--- src/rtl/adaptive_filter_stim_source.sv ---
// Framed stimulus generator (impulse/step/ramp/square) for the diff/integ filter.
// Emits a zero flush before each mode change and switches ctrl_out only at frame boundaries.
//
// state   | meaning
// --------+-------------------------------------------------------------
// S_IDLE  | no output; waits for start
// S_FLUSH | emitting FLUSH_LEN zero samples with the new ctrl_out value
// S_RUN   | emitting FRAME_LEN pattern samples with latched pattern inputs
module adaptive_filter_stim_source #(
   parameter int DATA_WIDTH = 14,
   parameter int FRAME_LEN  = 256,
   parameter int FLUSH_LEN  = 8,
   parameter int SQ_HALF    = 8
) (
   input  logic                  clk,
   input  logic                  srst,
   input  logic                  start,
   input  logic                  stop,
   input  logic                  mode_req,
   input  logic [1:0]            pattern_sel,
   input  logic [DATA_WIDTH-1:0] amplitude,
   input  logic [DATA_WIDTH-1:0] step,
   output logic [DATA_WIDTH-1:0] m_tdata,
   output logic                  m_tvalid,
   input  logic                  m_tready,
   output logic                  ctrl_out,
   output logic                  busy,
   output logic                  frame_done
);

   localparam int CNT_MAX = (FRAME_LEN > FLUSH_LEN) ? FRAME_LEN : FLUSH_LEN;
   localparam int CW      = (CNT_MAX > 1) ? $clog2(CNT_MAX) : 1;
   localparam int SW      = (SQ_HALF > 1) ? $clog2(SQ_HALF) : 1;

   localparam logic [CW-1:0] FRAME_LAST = CW'(FRAME_LEN - 1);
   localparam logic [CW-1:0] FLUSH_LAST = CW'(FLUSH_LEN - 1);
   localparam logic [SW-1:0] SQ_LAST    = SW'(SQ_HALF - 1);

   localparam logic [DATA_WIDTH-1:0] S_MIN = {1'b1, {(DATA_WIDTH-1){1'b0}}};
   localparam logic [DATA_WIDTH-1:0] S_MAX = {1'b0, {(DATA_WIDTH-1){1'b1}}};

   localparam logic [1:0] PAT_IMPULSE = 2'd0;
   localparam logic [1:0] PAT_STEP    = 2'd1;
   localparam logic [1:0] PAT_RAMP    = 2'd2;
   localparam logic [1:0] PAT_SQUARE  = 2'd3;

   typedef enum logic [1:0] {
      S_IDLE  = 2'd0,
      S_FLUSH = 2'd1,
      S_RUN   = 2'd2
   } state_t;

   state_t                state_r, state_n;
   logic [CW-1:0]         cnt_r, cnt_n;
   logic [SW-1:0]         sq_cnt_r, sq_cnt_n;
   logic                  sq_neg_r, sq_neg_n;
   logic [1:0]            pat_r, pat_n;
   logic [DATA_WIDTH-1:0] amp_r, amp_n;
   logic [DATA_WIDTH-1:0] stp_r, stp_n;
   logic [DATA_WIDTH-1:0] ramp_r, ramp_n;
   logic                  stop_pend_r, stop_pend_n;
   logic [DATA_WIDTH-1:0] data_r, data_n;
   logic                  valid_r, valid_n;
   logic                  ctrl_r, ctrl_n;
   logic                  busy_r, busy_n;
   logic                  fd_r, fd_n;

   logic                  xfer;
   logic                  begin_frame;
   logic                  begin_flush;
   logic                  go_idle;
   logic [DATA_WIDTH-1:0] neg_amp;
   logic [DATA_WIDTH-1:0] ramp_adv;
   logic                  sq_wrap;
   logic                  sq_neg_adv;
   logic [DATA_WIDTH-1:0] run_next;
   logic [DATA_WIDTH-1:0] frame_first;

   assign xfer = valid_r && m_tready;

   // The most negative code has no positive counterpart; clamp its negation.
   assign neg_amp    = (amp_r == S_MIN) ? S_MAX : (~amp_r + 1'b1);
   assign ramp_adv   = ramp_r + stp_r;
   assign sq_wrap    = (sq_cnt_r == '0);
   assign sq_neg_adv = sq_wrap ? ~sq_neg_r : sq_neg_r;

   always_comb begin
      run_next = '0;
      case (pat_r)
         PAT_IMPULSE: run_next = '0;
         PAT_STEP:    run_next = amp_r;
         PAT_RAMP:    run_next = ramp_adv;
         PAT_SQUARE:  run_next = sq_neg_adv ? neg_amp : amp_r;
         default:     run_next = '0;
      endcase
   end

   assign frame_first = (pattern_sel == PAT_RAMP) ? '0 : amplitude;

   always_comb begin
      state_n     = state_r;
      cnt_n       = cnt_r;
      sq_cnt_n    = sq_cnt_r;
      sq_neg_n    = sq_neg_r;
      pat_n       = pat_r;
      amp_n       = amp_r;
      stp_n       = stp_r;
      ramp_n      = ramp_r;
      stop_pend_n = stop_pend_r;
      data_n      = data_r;
      valid_n     = valid_r;
      ctrl_n      = ctrl_r;
      fd_n        = 1'b0;
      begin_frame = 1'b0;
      begin_flush = 1'b0;
      go_idle     = 1'b0;

      if (state_r != S_IDLE && stop) begin
         stop_pend_n = 1'b1;
      end

      case (state_r)
         S_IDLE: begin
            if (start) begin
               begin_flush = 1'b1;
            end
         end
         S_FLUSH: begin
            if (xfer) begin
               if (cnt_r == '0) begin
                  if (stop_pend_r) begin
                     go_idle = 1'b1;
                  end else begin
                     begin_frame = 1'b1;
                  end
               end else begin
                  cnt_n  = cnt_r - CW'(1);
                  data_n = '0;
               end
            end
         end
         S_RUN: begin
            if (xfer) begin
               if (cnt_r == '0) begin
                  fd_n = 1'b1;
                  if (stop_pend_r) begin
                     go_idle = 1'b1;
                  end else if (mode_req != ctrl_r) begin
                     begin_flush = 1'b1;
                  end else begin
                     begin_frame = 1'b1;
                  end
               end else begin
                  cnt_n    = cnt_r - CW'(1);
                  ramp_n   = ramp_adv;
                  sq_cnt_n = sq_wrap ? SQ_LAST : (sq_cnt_r - SW'(1));
                  sq_neg_n = sq_neg_adv;
                  data_n   = run_next;
               end
            end
         end
         default: begin
            go_idle = 1'b1;
         end
      endcase

      if (begin_flush) begin
         state_n = S_FLUSH;
         cnt_n   = FLUSH_LAST;
         ctrl_n  = mode_req;
         valid_n = 1'b1;
         data_n  = '0;
      end

      // Pattern inputs are sampled only here, so nothing changes mid-frame.
      if (begin_frame) begin
         state_n  = S_RUN;
         cnt_n    = FRAME_LAST;
         pat_n    = pattern_sel;
         amp_n    = amplitude;
         stp_n    = step;
         ramp_n   = '0;
         sq_cnt_n = SQ_LAST;
         sq_neg_n = 1'b0;
         valid_n  = 1'b1;
         data_n   = frame_first;
      end

      if (go_idle) begin
         state_n     = S_IDLE;
         cnt_n       = '0;
         valid_n     = 1'b0;
         data_n      = '0;
         stop_pend_n = 1'b0;
      end
   end

   assign busy_n = (state_n != S_IDLE);

   always_ff @(posedge clk) begin
      if (srst) begin
         state_r     <= S_IDLE;
         cnt_r       <= '0;
         sq_cnt_r    <= '0;
         sq_neg_r    <= 1'b0;
         pat_r       <= '0;
         amp_r       <= '0;
         stp_r       <= '0;
         ramp_r      <= '0;
         stop_pend_r <= 1'b0;
         data_r      <= '0;
         valid_r     <= 1'b0;
         ctrl_r      <= 1'b0;
         busy_r      <= 1'b0;
         fd_r        <= 1'b0;
      end else begin
         state_r     <= state_n;
         cnt_r       <= cnt_n;
         sq_cnt_r    <= sq_cnt_n;
         sq_neg_r    <= sq_neg_n;
         pat_r       <= pat_n;
         amp_r       <= amp_n;
         stp_r       <= stp_n;
         ramp_r      <= ramp_n;
         stop_pend_r <= stop_pend_n;
         data_r      <= data_n;
         valid_r     <= valid_n;
         ctrl_r      <= ctrl_n;
         busy_r      <= busy_n;
         fd_r        <= fd_n;
      end
   end

   assign m_tdata    = data_r;
   assign m_tvalid   = valid_r;
   assign ctrl_out   = ctrl_r;
   assign busy       = busy_r;
   assign frame_done = fd_r;

endmodule

--- config.mk ---
export PLATFORM = sky130hd
export DESIGN_NAME = adaptive_filter_stim_source
export DESIGN_NICKNAME = d
export VERILOG_FILES = /design/src/rtl/adaptive_filter_stim_source.sv
export SDC_FILE = /design/constraint.sdc
export NUM_CORES = 1
export LEC_CHECK = 0
export BUFFER_PORTS_ARGS = -buffer_cell sky130_fd_sc_hd__buf_4
export CAP_MARGIN = 5
export CELL_PAD_IN_SITES_DETAIL_PLACEMENT = 1
export CELL_PAD_IN_SITES_GLOBAL_PLACEMENT = 1
export CORE_MARGIN = 2
export CORE_UTILIZATION = 39
export DETAILED_ROUTE_END_ITERATION = 10
export PLACE_DENSITY = 0.74
export SLEW_MARGIN = 20
export SYNTH_ARGS = -nofsm -noshare
export SYNTH_HDL_FRONTEND = slang
export SYNTH_SLANG_ARGS = --single-unit
--- constraint.sdc ---
create_clock -name clk -period 2.3 [get_ports clk]
set_input_delay 0 -clock clk [delete_from_list [all_inputs] [get_ports clk]]
set_output_delay 0 -clock clk [all_outputs]
set_load 0.05 [all_outputs]
==> flow_summary.json <==
{
  "endpoint_kind": "flip-flop",
  "cts_tree": "built",
  "maxCapViolCount": 0,
  "place.gp.congestion": 0.905,
  "min_period_over_period_pct": 103,
  "slew_headroom_pct": 46.6,
  "setup_tns_ps": -444,
  "synth_edf_count": 0,
  "critPathKind": "reg2reg",
  "yosysTopAreaCell": "dfxtp_1",
  "drv_slew": 0,
  "violations": "setup timing",
  "num-nets-final": 833,
  "postSynthCellCount": 597,
  "crit_path_frequent_cell": "a21oi_2",
  "drive_gt1_share_pct": 37.1,
  "yosysSeqAreaShare_pct": 34.3,
  "numPortBuffers": 53,
  "cts_buffer_depth": 2,
  "antenna_found_initial": 0,
  "ys.flop_type": "dfxtp_1",
  "use_met1_pct": 35.4,
  "clock_power_share_pct": 38.6,
  "clk_pin_slew_ps": 70,
  "synth.ff_latch_count": 77,
  "synthTopCellsByCount": "nand2_1, a21oi_1, dfxtp_1",
  "numCtsBuffers": 9,
  "cts_sinks": 77,
  "yosys.area.top_type_share_pct": 34.3,
  "period_needed_ps": 2380,
  "syn_nets": 654,
  "coreArea_mm2": 0.0113,
  "die_area_mm2": 0.0124,
  "grt.total_usage_pct": 28.5,
  "p_leak_nw": 2.84,
  "htreeDepth": 3,
  "path_max_fanout": 4,
  "wirelength_mm": 20.5,
  "ys_types": 63,
  "start_kind": "flip-flop",
  "met3_usage_pct": 6.62,
  "fin_ws_ps": -76.1,
  "dp_hpwl_mm": 11.9,
  "p_sw_mw": 1.29,
  "powerDensity_mw_per_mm2": 575,
  "slowest_stage": "or4_4",
  "grt_pass1_vias": 5524,
  "ios": 54,
  "min_path_type": "in2reg",
  "tightest_slew_ps": 800,
  "power.total_mw": 4.14,
  "yosysWarnings": 0,
  "die_w_um": 111,
  "busiest_layer": "met2",
  "ant_nets": 0,
  "switching_share_pct": 31.1,
  "wl_per_cell_um": 22.1,
  "final.fill_count": 1315,
  "drt-pass1-iter-count": 7,
  "arrival_ps": 2670,
  "dr_total_vias": 5472,
  "setup_violations": 12,
  "rsz0062_at_grt": "true",
  "grt_pass1_wl_mm": 28.4,
  "cp_cell_sequence": "inv_4 > ha_4 > or3b_4 > or4_4 > nor3_4 > buf_4 > a21oi_2 > a21bo_2 > a21oi_2",
  "initial_utilization_pct": 39.7,
  "hold_slack_ps": 25.5,
  "p_comb_share_pct": 26.6,
  "clk_latency_ps": 350,
  "avgSynthCellArea_um2": 7.52,
  "clockRootBuffer": "clkbuf_16",
  "synthArstFlopShare_pct": 0,
  "drtIter0Drc": 327,
  "use_met2_pct": 48.9,
  "status": "complete, but fails checks",
  "synthTopCellsByArea": "dfxtp_1, a21oi_1, nand2_1",
  "grt_max_degree": 39,
  "rows": 39,
  "vias_per_cell": 5.92,
  "area.growth.synth_to_final_pct": 60.2,
  "drc": 0,
  "fmax_ghz": 0.421,
  "pwr-share-seq_pct": 34.8,
  "grt_overflow": 0,
  "irDropWorstVdd_v": 0.000578,
  "synth.cell_area_mm2": 0.00449,
  "slowest_delay_ps": 540,
  "synth.most_common_cell": "nand2_1",
  "p_int_mw": 2.85,
  "die-height_um": 111,
  "fin_worst_skew_ps": 9.38,
  "cp.required_ps": 2590,
  "n_antenna_cell": 0,
  "hold_viol_final": 0
}
-- power by group through the flow --
stage / clock [mW] / sequential [mW] / combinational [mW]
2_1_floorplan: 0 / 1.59 / 0.355
3_3_place_gp: 0 / 1.46 / 0.795
3_5_place_dp: 0 / 1.46 / 0.819
4_1_cts: 1.62 / 1.44 / 0.928
5_1_grt: 1.67 / 1.44 / 1.16
6_report: 1.60 / 1.44 / 1.10
-- kinds of logic (layout without fill, tap and decap cells) --
family                     after synthesis  after routing  share of synthesized area [%]
buffers and inverters                   49            233                           4.71
adders and majority gates               21             21                           6.02
DFF                                     77             77                           34.3
AOI/OAI and AO/OA                      192            192                           26.6
muxes                                    3              3                          0.669
xor gates and xnor gates                20             20                           3.90
and+or+nand+nor                        235            235                           23.8
-- cell type report --
class                      count  area, um2  share of cell area [%]
multi-input combinational    471       3270                    45.5
clock buffer                  11        243                    3.38
tap                          143        179                    2.49
inverter                      19       76.3                    1.06
timing repair buffer         198       1780                    24.8
sequential                    77       1560                    21.6
clock inverter                 5       83.8                    1.17
-- worst max-delay path, delay by kind of cell, from the launching register on --
family	cells	cell delay, ps
buf+inv	2	230
compound gates	3	350
simple gates	3	1250
flops	1	360
fa+ha+maj	1	140
-- flip-flops by register name (all words and copies together), names as in the netlist --
name / flops
frame_done: 1
stop_pend_r: 1
amp_r: 14
cnt_r: 8
m_tvalid: 1
state_r: 2
busy: 1
sq_neg_r: 1
ctrl_out: 1
ramp_r: 14
m_tdata: 14
pat_r: 2
sq_cnt_r: 3
stp_r: 14
-- layout by cell type (no fill, tap or decap), types with 8 or more instances in the layout --
| master | n |
|---|---|
| nor2_1 | 42 |
| dlygate4sd3_1 | 32 |
| inv_1 | 14 |
| clkbuf_16 | 13 |
| xor2_1 | 8 |
| buf_4 | 141 |
| xnor2_1 | 12 |
| dfxtp_1 | 71 |
| o21ai_0 | 26 |
| nor3_1 | 16 |
| a21oi_1 | 68 |
| a21oi_2 | 20 |
| nand2_1 | 100 |
| nand3_1 | 11 |
| ha_1 | 12 |
| buf_6 | 10 |
| nand2_2 | 9 |
-- path summary, 6_finish.rpt --
check / startpoint / end / slack [ps] / depth (start not counted)
worst min-delay path: start / m_tvalid / 30 / 3
worst max-delay path: amp_r[1] / m_tdata[8] / -80 / 9
worst max register to register: amp_r[1] / m_tdata[8] / -80 / 9
worst min register to register: ramp_r[8] / ramp_r[8] / 470 / 2
-- through the flow --
| stage | setup slack [ps] | cells | area (um2) | util (%) |
|---|---|---|---|---|
| after floorplan | 1.06 | 597 | 4520 | - |
| after global placement | -355 | 855 | 5700 | 50.3 |
| after detailed placement | -344 | 855 | 5700 | 50.4 |
| after CTS | -4.36 | 907 | 6610 | 58.4 |
| after global routing | -157 | 924 | 7190 | 63.5 |
| final | -76.1 | 924 | 7190 | 63.5 |
-- metal layers --
layer | wire length (um) | share of wire [%]
met1 | 8390 | 41
met2 | 9960 | 49
met3 | 1240 | 6.1
met4 | 860 | 4.2
met5 | 0 | 0
-- repair_timing --
item	4_1_cts	5_1_grt
pin swaps	18	60
cloned	0	5
hold endpoints to repair	40	0
hold buffers	32	0
setup endpoints to repair	41	65
setup buffers	5	12
resized for setup	54	102
Note: power is estimated with default switching activity, not from simulation.
